$ cat config.mk
export PLATFORM = sky130hd
export DESIGN_NAME = mux_l1_tx
export DESIGN_NICKNAME = d
export VERILOG_FILES = /design/src/rtl/mux_l1_pkg.sv /design/src/rtl/mux_l1_tx.sv
export SDC_FILE = /design/constraint.sdc
export NUM_CORES = 1
export LEC_CHECK = 0
export CORE_MARGIN = 5
export CORE_UTILIZATION = 45
export DETAILED_ROUTE_END_ITERATION = 7
export GPL_TIMING_DRIVEN = 0
export PLACE_DENSITY = 0.79
export SETUP_SLACK_MARGIN = 0.4
export SLEW_MARGIN = 20
export SYNTH_ARGS = -nofsm -noshare
export SYNTH_HDL_FRONTEND = slang
export SYNTH_SLANG_ARGS = --single-unit
$ cat constraint.sdc
create_clock -name clk_2f -period 1.6 [get_ports clk_2f]
set_input_delay 0.32 -clock clk_2f [delete_from_list [all_inputs] [get_ports clk_2f]]
set_output_delay 0.32 -clock clk_2f [all_outputs]
set_load 0.02 [all_outputs]
$ cat src/rtl/mux_l1_pkg.sv
// rtl/mux_l1_pkg.sv - shared types and constants for the layer-1 transmit multiplexer
package mux_l1_pkg;

    typedef enum logic {
        IDLE = 1'b0,
        RUN  = 1'b1
    } link_state_e;

    localparam int NUM_LANES = 4;
    localparam logic [7:0] IDLE_BYTE_DEF = 8'hBC;

endpackage

$ cat src/rtl/mux_l1_tx.sv
// rtl/mux_l1_tx.sv - interleaves four slow byte lanes onto two clk_2f lanes with IDLE/RUN gating
// Optional MUX_L1_IDLE_FILL_EN: invalid output slots drive IDLE_BYTE instead of 0/pass-through data.
module mux_l1_tx
    import mux_l1_pkg::*;
#(
    parameter int BW = 8,
    parameter int IDLE_GROUPS = 4,
    parameter logic [BW-1:0] IDLE_BYTE = BW'(IDLE_BYTE_DEF)
) (
    input  logic          clk_2f,
    input  logic          reset,
    input  logic [BW-1:0] data_tx0,
    input  logic [BW-1:0] data_tx1,
    input  logic [BW-1:0] data_tx2,
    input  logic [BW-1:0] data_tx3,
    input  logic          valid_tx0,
    input  logic          valid_tx1,
    input  logic          valid_tx2,
    input  logic          valid_tx3,
    output logic [BW-1:0] data_tx00,
    output logic [BW-1:0] data_tx11,
    output logic          valid_tx00,
    output logic          valid_tx11,
    output logic          phase,
    output logic          active
);

    localparam int CNT_W = $clog2(IDLE_GROUPS + 1);

`ifdef MUX_L1_IDLE_FILL_EN
    localparam bit FILL_EN = 1'b1;
`else
    localparam bit FILL_EN = 1'b0;
`endif

    logic                 sel_q, sel_d;
    link_state_e          state_q, state_d;
    logic [CNT_W-1:0]     idle_cnt_q, idle_cnt_d;
    logic [BW-1:0]        hold_data_q [NUM_LANES];
    logic [BW-1:0]        hold_data_d [NUM_LANES];
    logic [NUM_LANES-1:0] hold_valid_q, hold_valid_d;
    logic                 grp_run_q, grp_run_d;
    logic                 active_q, active_d;
    logic [BW-1:0]        data_tx00_q, data_tx00_d;
    logic [BW-1:0]        data_tx11_q, data_tx11_d;
    logic                 valid_tx00_q, valid_tx00_d;
    logic                 valid_tx11_q, valid_tx11_d;

    logic [BW-1:0]        in_data [NUM_LANES];
    logic [NUM_LANES-1:0] in_valid;
    logic                 slot_v_a, slot_v_b;
    logic [BW-1:0]        slot_d_a, slot_d_b;

    // Invalid slots: fill byte when enabled, else pass data in a RUN group and 0 in an IDLE group.
    function automatic logic [BW-1:0] slot_data(input logic v, input logic [BW-1:0] d,
                                                input logic run);
        logic [BW-1:0] r;
        if (v)
            r = d;
        else if (FILL_EN)
            r = IDLE_BYTE;
        else if (run)
            r = d;
        else
            r = '0;
        return r;
    endfunction

    always_comb begin
        in_data[0] = data_tx0;
        in_data[1] = data_tx1;
        in_data[2] = data_tx2;
        in_data[3] = data_tx3;
        in_valid   = {valid_tx3, valid_tx2, valid_tx1, valid_tx0};
    end

    // Capture, link FSM and idle counter; all updates happen on capture edges (sel_q == 0).
    always_comb begin
        sel_d        = ~sel_q;
        state_d      = state_q;
        idle_cnt_d   = idle_cnt_q;
        hold_data_d  = hold_data_q;
        hold_valid_d = hold_valid_q;
        grp_run_d    = grp_run_q;
        active_d     = (state_q == RUN);
        if (!sel_q) begin
            hold_data_d  = in_data;
            hold_valid_d = in_valid;
            if (state_q == IDLE) begin
                idle_cnt_d = '0;
                grp_run_d  = |in_valid;
                if (|in_valid)
                    state_d = RUN;
            end else begin
                // grp_run stays set so the group that triggers the exit is still emitted as RUN slots.
                grp_run_d = 1'b1;
                if (|in_valid) begin
                    idle_cnt_d = '0;
                end else if (idle_cnt_q >= CNT_W'(IDLE_GROUPS - 1)) begin
                    state_d    = IDLE;
                    idle_cnt_d = '0;
                end else begin
                    idle_cnt_d = idle_cnt_q + CNT_W'(1);
                end
            end
        end
    end

    always_comb begin
        slot_d_a     = sel_q ? hold_data_q[0] : hold_data_q[2];
        slot_d_b     = sel_q ? hold_data_q[1] : hold_data_q[3];
        slot_v_a     = grp_run_q & (sel_q ? hold_valid_q[0] : hold_valid_q[2]);
        slot_v_b     = grp_run_q & (sel_q ? hold_valid_q[1] : hold_valid_q[3]);
        valid_tx00_d = slot_v_a;
        valid_tx11_d = slot_v_b;
        data_tx00_d  = slot_data(slot_v_a, slot_d_a, grp_run_q);
        data_tx11_d  = slot_data(slot_v_b, slot_d_b, grp_run_q);
    end

    always_ff @(posedge clk_2f) begin
        if (reset) begin
            sel_q        <= 1'b0;
            state_q      <= IDLE;
            idle_cnt_q   <= '0;
            for (int i = 0; i < NUM_LANES; i++)
                hold_data_q[i] <= '0;
            hold_valid_q <= '0;
            grp_run_q    <= 1'b0;
            active_q     <= 1'b0;
            data_tx00_q  <= '0;
            data_tx11_q  <= '0;
            valid_tx00_q <= 1'b0;
            valid_tx11_q <= 1'b0;
        end else begin
            sel_q        <= sel_d;
            state_q      <= state_d;
            idle_cnt_q   <= idle_cnt_d;
            hold_data_q  <= hold_data_d;
            hold_valid_q <= hold_valid_d;
            grp_run_q    <= grp_run_d;
            active_q     <= active_d;
            data_tx00_q  <= data_tx00_d;
            data_tx11_q  <= data_tx11_d;
            valid_tx00_q <= valid_tx00_d;
            valid_tx11_q <= valid_tx11_d;
        end
    end

    assign data_tx00  = data_tx00_q;
    assign data_tx11  = data_tx11_q;
    assign valid_tx00 = valid_tx00_q;
    assign valid_tx11 = valid_tx11_q;
    assign phase      = sel_q;
    assign active     = active_q;

endmodule
==> results.md, run 1 <==
* Crit path top cell by count: ha_4
* Routed WL per cell at 14.00 um
* Max incr delay on CP at 410 ps
* Seq pwr share at 44.0%
* CTS root buf: clkbuf_8
* FILL cells at 401
* Skew-Pair Late Insertion Delay at 340 ps
* Reg clk slew, reported paths at 60 ps
* Worst clock skew at 5.322 ps
* Post-DP HPWL at 3513 um
* Die Width at 79.96 um
* CP Class: flop to flop
* Largest net degree at the start of global routing at 11
* Status: finished clean
* Reg2reg start: idle_cnt_q[0]$_SDFFE_PP0N_
* GRT Residual Overflow at 0
* DIE HEIGHT at roughly 80 um
* Final Util at 65.46%
* CP delay by family, top: simple AND/OR/NAND/NOR gates
* Req. time, crit path at 1860 ps
* Final WL at 5165 um
* Switching power at between 0.7 and 0.8 mW
* Clk buf depth at 2
* Max Fclk at 0.7961 GHz
* Post-synthesis cell area at ~0.0022 mm^2
* Pint at 2.908 mW
* Slew Limit Fails at 0
* Startpoint type of the worst setup path: flop
* VDD IR max at 0.0006639 V
* Worst hold path class: input port to flop
* Multi-input logic area at slightly above 900 um^2
* Combinational power share at about a tenth
* Mapped Cells at 227
* Core Region at 0.004723 mm^2
* Avg Cell Area, Syn at 9.701 um^2
* Power Dens Cells at around 1200 mW/mm^2
* Yosys reg bits at 61
* Share of cells above drive strength 1 at between 20% and 30%
* Syn_nets at approximately 270
* Worst Max-Slew Pin Slew at 247.6 ps
* Post-DRT Antenna Nets at 0
* CTS sink cnt at 61
* Tmin final at 1256 ps
* Crit path depth at 4
* Initial antenna violation count at 0
* Post-Place Setup Slack at -53.49 ps
* CTS H-tree depth at 3
* First-pass GRT wire length at 8466 um
* Data arrival, critical path at 1510 ps
* Number of warnings issued by yosys at 0
* Num CTS Buffers at 9
* Clock power share at 45.7%
* P&R area growth vs syn at 40.40%
* Crit-path cells: ha_4, ha_4, or4_4, o22ai_2
* Vias in the first global route at 1867
* RSZ-0062 raised after global routing: yes
* DR pass1 iterations at 4
* Die area at approximately 0.0064 mm^2
* Via density at 4.734
* Final Worst Setup Slack at 343.8 ps
* Synth unique cells at 22
* Drt drc at 0
* Setup crit start: idle_cnt_q[0]$_SDFFE_PP0N_
* RR Endpoint: idle_cnt_q[0]$_SDFFE_PP0N_
* Sequential cell area at 0.001230 mm^2
* Seq/Total Area, Yosys at 55.45%
* CP max stage cell: or4_4
* Switching share of power at 21.45%
* Final setup fails at 0
* Initial drt markers at 45
* Crit share post-route at 78.51%
* Leak at between 1 and 1.5 nW
* GRT Util Overall at 17.66%
* Slew HR at 83.37%
* Element type at the critical path end: flop
* Worst setup endpoint: idle_cnt_q[0]$_SDFFE_PP0N_
* Starting Density at 46.62%
* Flop-to-flop setup slack at 340 ps
* CP bufs+invs at 0
* Final Hold Vio Count at 0
* Final nets at 338
* GPL Wtd Cong at approximately 0.77
* I/O pin count at 58
* # rows at 25
* Via count at 1747
* Buffers on Ports at 57
* Worst Path Max Fanout at 2
* CTS tree: done
* Number of max-cap violations at 0
* N_diodes at 0
* FF-to-FF path depth at 4
## cells in the final DEF (no fill, tap or decap), types with 2 or more instances in the layout
cell | netlist | routed
dfxtp_1 | 61 | 58
nand2b_1 | 37 | 37
a21oi_1 | 36 | 36
clkdlybuf4s50_1 | 0 | 36
buf_2 | 4 | 22
nand2_1 | 22 | 22
nor2_1 | 21 | 21
mux2i_1 | 18 | 18
clkbuf_8 | 0 | 11
buf_4 | 4 | 7
clkbuf_2 | 0 | 7
bufinv_16 | 0 | 3
inv_1 | 2 | 2
buf_6 | 1 | 2
nand3b_1 | 2 | 2
o22ai_1 | 2 | 2
ha_4 | 0 | 2
dfxtp_4 | 0 | 2
## repair_timing
action | in CTS | in global routing
pin swaps | 2 | 1
endpoints found under the setup margin | 51 | 39
resized for setup | 90 | 10
hold buffers | 0 | 0
setup buffers | 3 | 0
## through the flow
| stage | cells | area (um^2) | TNS (ps) | power [mW] | hold WS (ps) |
|---|---|---|---|---|---|
| 2_1_floorplan | 227 | 2230 | 0 | 1.873 | 439.9 |
| 3_3_place_gp | 351 | 2884 | -102.9 | 2.049 | 455.5 |
| 3_5_place_dp | 351 | 2884 | -330.5 | 2.058 | 461.2 |
| 4_1_cts | 369 | 3079 | 0 | 3.732 | 473.7 |
| 5_1_grt | 369 | 3092 | 0 | 3.845 | 351.8 |
| 6_report | 369 | 3092 | 0 | 3.702 | 352.8 |
## flip-flops by register name, summed over array words and instances (netlist names), 3 cells and up
signal / flops
data_tx00: 8
hold_valid_q: 4
idle_cnt_q: 3
hold_data_q: 32
data_tx11: 8
## cell families (layout without fill, tap and decap cells)
group	count (synthesis)	in the layout	share of synthesized area (%)
mux	18	18	8.182
compound gates	43	43	10.62
flops	61	61	55.45
fa+ha+maj	2	2	1.136
simple gates	85	85	20.28
buf+inv	18	93	4.319
## worst min path at each step
stage	start	endpoint	slack, ps	cells past startpoint
2_1_floorplan	hold_valid_q[0]$_SDFFE_PP0N_	hold_valid_q[0]$_SDFFE_PP0N_	440	2
3_3_place_gp	grp_run_q$_SDFFE_PP0N_	grp_run_q$_SDFFE_PP0N_	460	2
3_5_place_dp	hold_valid_q[0]$_SDFFE_PP0N_	hold_valid_q[0]$_SDFFE_PP0N_	460	2
4_1_cts	grp_run_q$_SDFFE_PP0N_	grp_run_q$_SDFFE_PP0N_	470	2
5_1_grt	valid_tx0	hold_valid_q[0]$_SDFFE_PP0N_	350	3
6_report	valid_tx0	hold_valid_q[0]$_SDFFE_PP0N_	350	3
## metal layers
metal / wire length [um] / GRT usage (%) / up-vias
li1: - / - / 890
met1: 2196 / 19.76 / 798
met2: 2551 / 29.47 / 45
met3: 283 / 6.772 / 14
met4: 134 / 8.108 / 0
met5: 0 / 0 / -
## power groups by stage
stage	clock, mW	sequential [mW]	combinational (mW)
floorplan	0	1.68	0.192
global placement	0	1.66	0.387
detailed placement	0	1.67	0.392
CTS	1.72	1.63	0.383
global route	1.79	1.64	0.421
finish	1.69	1.63	0.383
## final cells by class
class | count | area share (%)
flip-flops and latches | 61 | 39.78
well taps | 67 | 2.711
plain buffers | 16 | 3.399
clock buffers | 11 | 4.897
clock inverters | 4 | 3.076
multi-input cells | 148 | 29.87
inverters | 2 | 0.2428
repair buffers | 60 | 16.03
## Yosys cell counts
cell      number  area [um^2]
dfxtp_1       61         1221
nand2b_1      37        231.5
a21oi_1       36        180.2
nand2_1       22        82.58
nor2_1        21        78.83
mux2i_1       18        180.2
clkbuf_1       7        26.28
buf_2          4        20.02
buf_4          4        30.03
ha_1           2        25.02
inv_1          2        7.510
nand3b_1       2        15.01
o22ai_1        2        12.51
a211oi_1       1        7.510
a221oi_1       1        8.760
buf_6          1        11.26
nor2b_1        1        6.260
nor4_4         1        21.27
o21ai_0        1        5.000
o22ai_2        1        12.51
o31ai_1        1        7.510
or4_4          1        11.26
## worst min-delay path: cells and delay by family
kind	cells	cell delay, ps
buf+inv	1	170
compound gates	1	60
simple gates	1	90
Note: power is estimated with default switching activity, not from simulation.
==> run 2: changes to the inputs <==
--- a/config.mk
+++ b/config.mk
@@ -6,7 +6,7 @@
 export NUM_CORES = 1
 export LEC_CHECK = 0
 export CORE_MARGIN = 5
-export CORE_UTILIZATION = 45
+export CORE_UTILIZATION = 43
 export DETAILED_ROUTE_END_ITERATION = 7
 export GPL_TIMING_DRIVEN = 0
 export PLACE_DENSITY = 0.79
==> constraint.sdc (replaced) <==
create_clock -name clk_2f -period 1.1 [get_ports clk_2f]
set_input_delay 0.22 -clock clk_2f [delete_from_list [all_inputs] [get_ports clk_2f]]
set_output_delay 0.22 -clock clk_2f [all_outputs]
set_load 0.02 [all_outputs]
==> results.md, run 2 (synthesis gave the netlist of run 1 again) <==
* Reg clk slew, reported paths at 60 ps
* Max FFs per register at 32
* Pint at 4.106 mW
* Element type at the critical path end: flop
* Final setup fails at 50
* Clock power share at 35.8%
* Status: complete, but fails checks
* CTS root buf: clkbuf_8
* GRT Util Overall at 21.96%
* Via density at 5.200
* FILL cells at 237
* CTS sink cnt at 61
* Number of max-cap violations at 0
* Startpoint type of the worst setup path: flop
* N_diodes at 0
* Violated checks: negative setup slack
* Num CTS Buffers at 9
* Die Width at just over 80 um
* CTS H-tree depth at 3
* GPL Wtd Cong at 0.7475
* Final nets at 360
* CP max stage cell: or4_4
* Post-DRT Antenna Nets at 0
* Worst hold slack at 225.7 ps
* Worst clock skew at 8.549 ps
* Slew Limit Fails at 0
* Crit path top cell by count: ha_4
* Worst hold path class: input port to flop
* RSZ-0062 raised after global routing: yes
* CP Class: flop to flop
* # rows at 26
* Switching share of power at 26.74%
* Skew-Pair Late Insertion Delay at 350 ps
* VDD IR max at slightly above 0.001 V
* Commonest non-fill, non-tap cell in the layout: dfxtp_1
* Power Dens Cells at approximately 1300 mW/mm^2
* GRT Residual Overflow at 0
* I/O pin count at 58
* Largest net degree at the start of global routing at 11
* Final Util at 84.76%
* Crit share post-route at 115.5%
* Initial antenna violation count at 0
* Most frequent cells in the layout: dfxtp_1 (38), clkdlybuf4s50_1 (36), a21oi_2 (34)
* Final Hold Vio Count at 0
* Crit-path cells: ha_4, ha_4, or4_4, o22ai_2
* Buffers on Ports at 57
* Worst Max-Slew Pin Slew at 274.5 ps
* Pwr Total at 5.605 mW
* Max incr delay on CP at 420 ps
* Post-DP HPWL at ~3700 um
* Biggest register: hold_data_q
* Dpl cell area at between 0.003 and 0.004 mm^2
* Die area at about 0.0067 mm^2
* CTS Hold Bufs at 0
* Max Fclk at 0.7871 GHz
* Worst Path Max Fanout at 2
* CTS tree: done
* CP delay by family, top: simple AND/OR/NAND/NOR gates
* Data arrival, critical path at 1540 ps
* Design Area, Final at 0.004274 mm^2
* Core Region at between 0.005 and 0.006 mm^2
* Share of cells above drive strength 1 at ~60%
* Combinational power share at 20.6%
* Final WL at around 8200 um
* P&R area growth vs syn at 94.09%
* First-pass GRT wire length at between 10000 and 15000 um
* Drt drc at 0
* Starting Density at 43.67%
* Vias in the first global route at 2050
* DR pass1 iterations at 4
* Initial drt markers at 116
* DIE HEIGHT at about 80 um
* Req. time, crit path at between 1000 and 1500 ps
* Clk buf depth at 2
* Tmin final at 1270 ps
* Leak at 1.793 nW
* Seq pwr share at 43.6%
* Slew HR at 81.70%
* Multi-input logic area at 0.001486 mm^2
* CP bufs+invs at 0
* Routed WL per cell at slightly above 20 um
* Sequential cell area at 0.001257 mm^2
* Final Worst Setup Slack at -170.5 ps
* Via count at 2054
* Post-Place Setup Slack at -490.3 ps
* Switching power at about 1.5 mW
-- run 2: cell types whose count changed in the layout (fill, tap and decap cells not counted), sizes merged --
cell	before	now
clkbuf	19	20
buf	31	52
bufinv	3	1
clkinv	1	4
-- run 2: tightest hold or removal path, cell delays in order --
cell and delay [ps]:
dlymetal6s2s_1 110, buf_6 150, a221oi_2 40
-- run 2: path summary, 6_finish.rpt --
kind	end	slack (ps)	cells past startpoint	start
setup / recovery	idle_cnt_q[0]$_SDFFE_PP0N_	-170	4	idle_cnt_q[1]$_SDFFE_PP0N_
hold / removal	grp_run_q$_SDFFE_PP0N_	230	3	reset
setup reg to reg	idle_cnt_q[0]$_SDFFE_PP0N_	-170	4	idle_cnt_q[1]$_SDFFE_PP0N_
hold reg to reg	data_tx11[2]$_SDFF_PP0_	470	2	hold_data_q[18]$_SDFFE_PP0N_
-- run 2: final cells by class --
| class | instances | area share [%] |
|---|---|---|
| buffer | 16 | 5.738 |
| clock buffer | 11 | 3.308 |
| sequential | 61 | 29.42 |
| tap | 70 | 2.049 |
| timing repair buffer | 82 | 23.36 |
| clock inverter | 5 | 1.171 |
| inverter | 2 | 0.1756 |
| multi-input combinational | 148 | 34.78 |
-- run 2: metal layers --
layer	GRT usage, %	part of all wire [%]	routed length [um]
met1	25.32	39	3218
met2	39.09	54	4388
met3	5.373	5.3	433
met4	8.108	1.4	117
met5	0	0	0
-- run 2: power by group through the flow --
stage          clock network, mW  registers, mW  logic [mW]
2_1_floorplan                  0           2.47       0.415
4_1_cts                     1.98           2.43       0.997
5_1_grt                     2.10           2.45        1.21
3_5_place_dp                   0           2.45       0.719
3_3_place_gp                   0           2.44       0.709
6_report                    2.00           2.44        1.16
-- run 2: stage by stage --
stage	TNS, ps	std cells
3_3_place_gp	-20360	354
6_report	-2427	395
2_1_floorplan	-285.5	227
5_1_grt	-4248	395
4_1_cts	-535.6	387
3_5_place_dp	-21140	354
-- run 2: repair_timing --
action	4_1_cts	5_1_grt
pin swaps	20	21
gates cloned	7	3
setup buffers	10	5
gates resized for setup	215	34
endpoints found under the setup margin	80	80
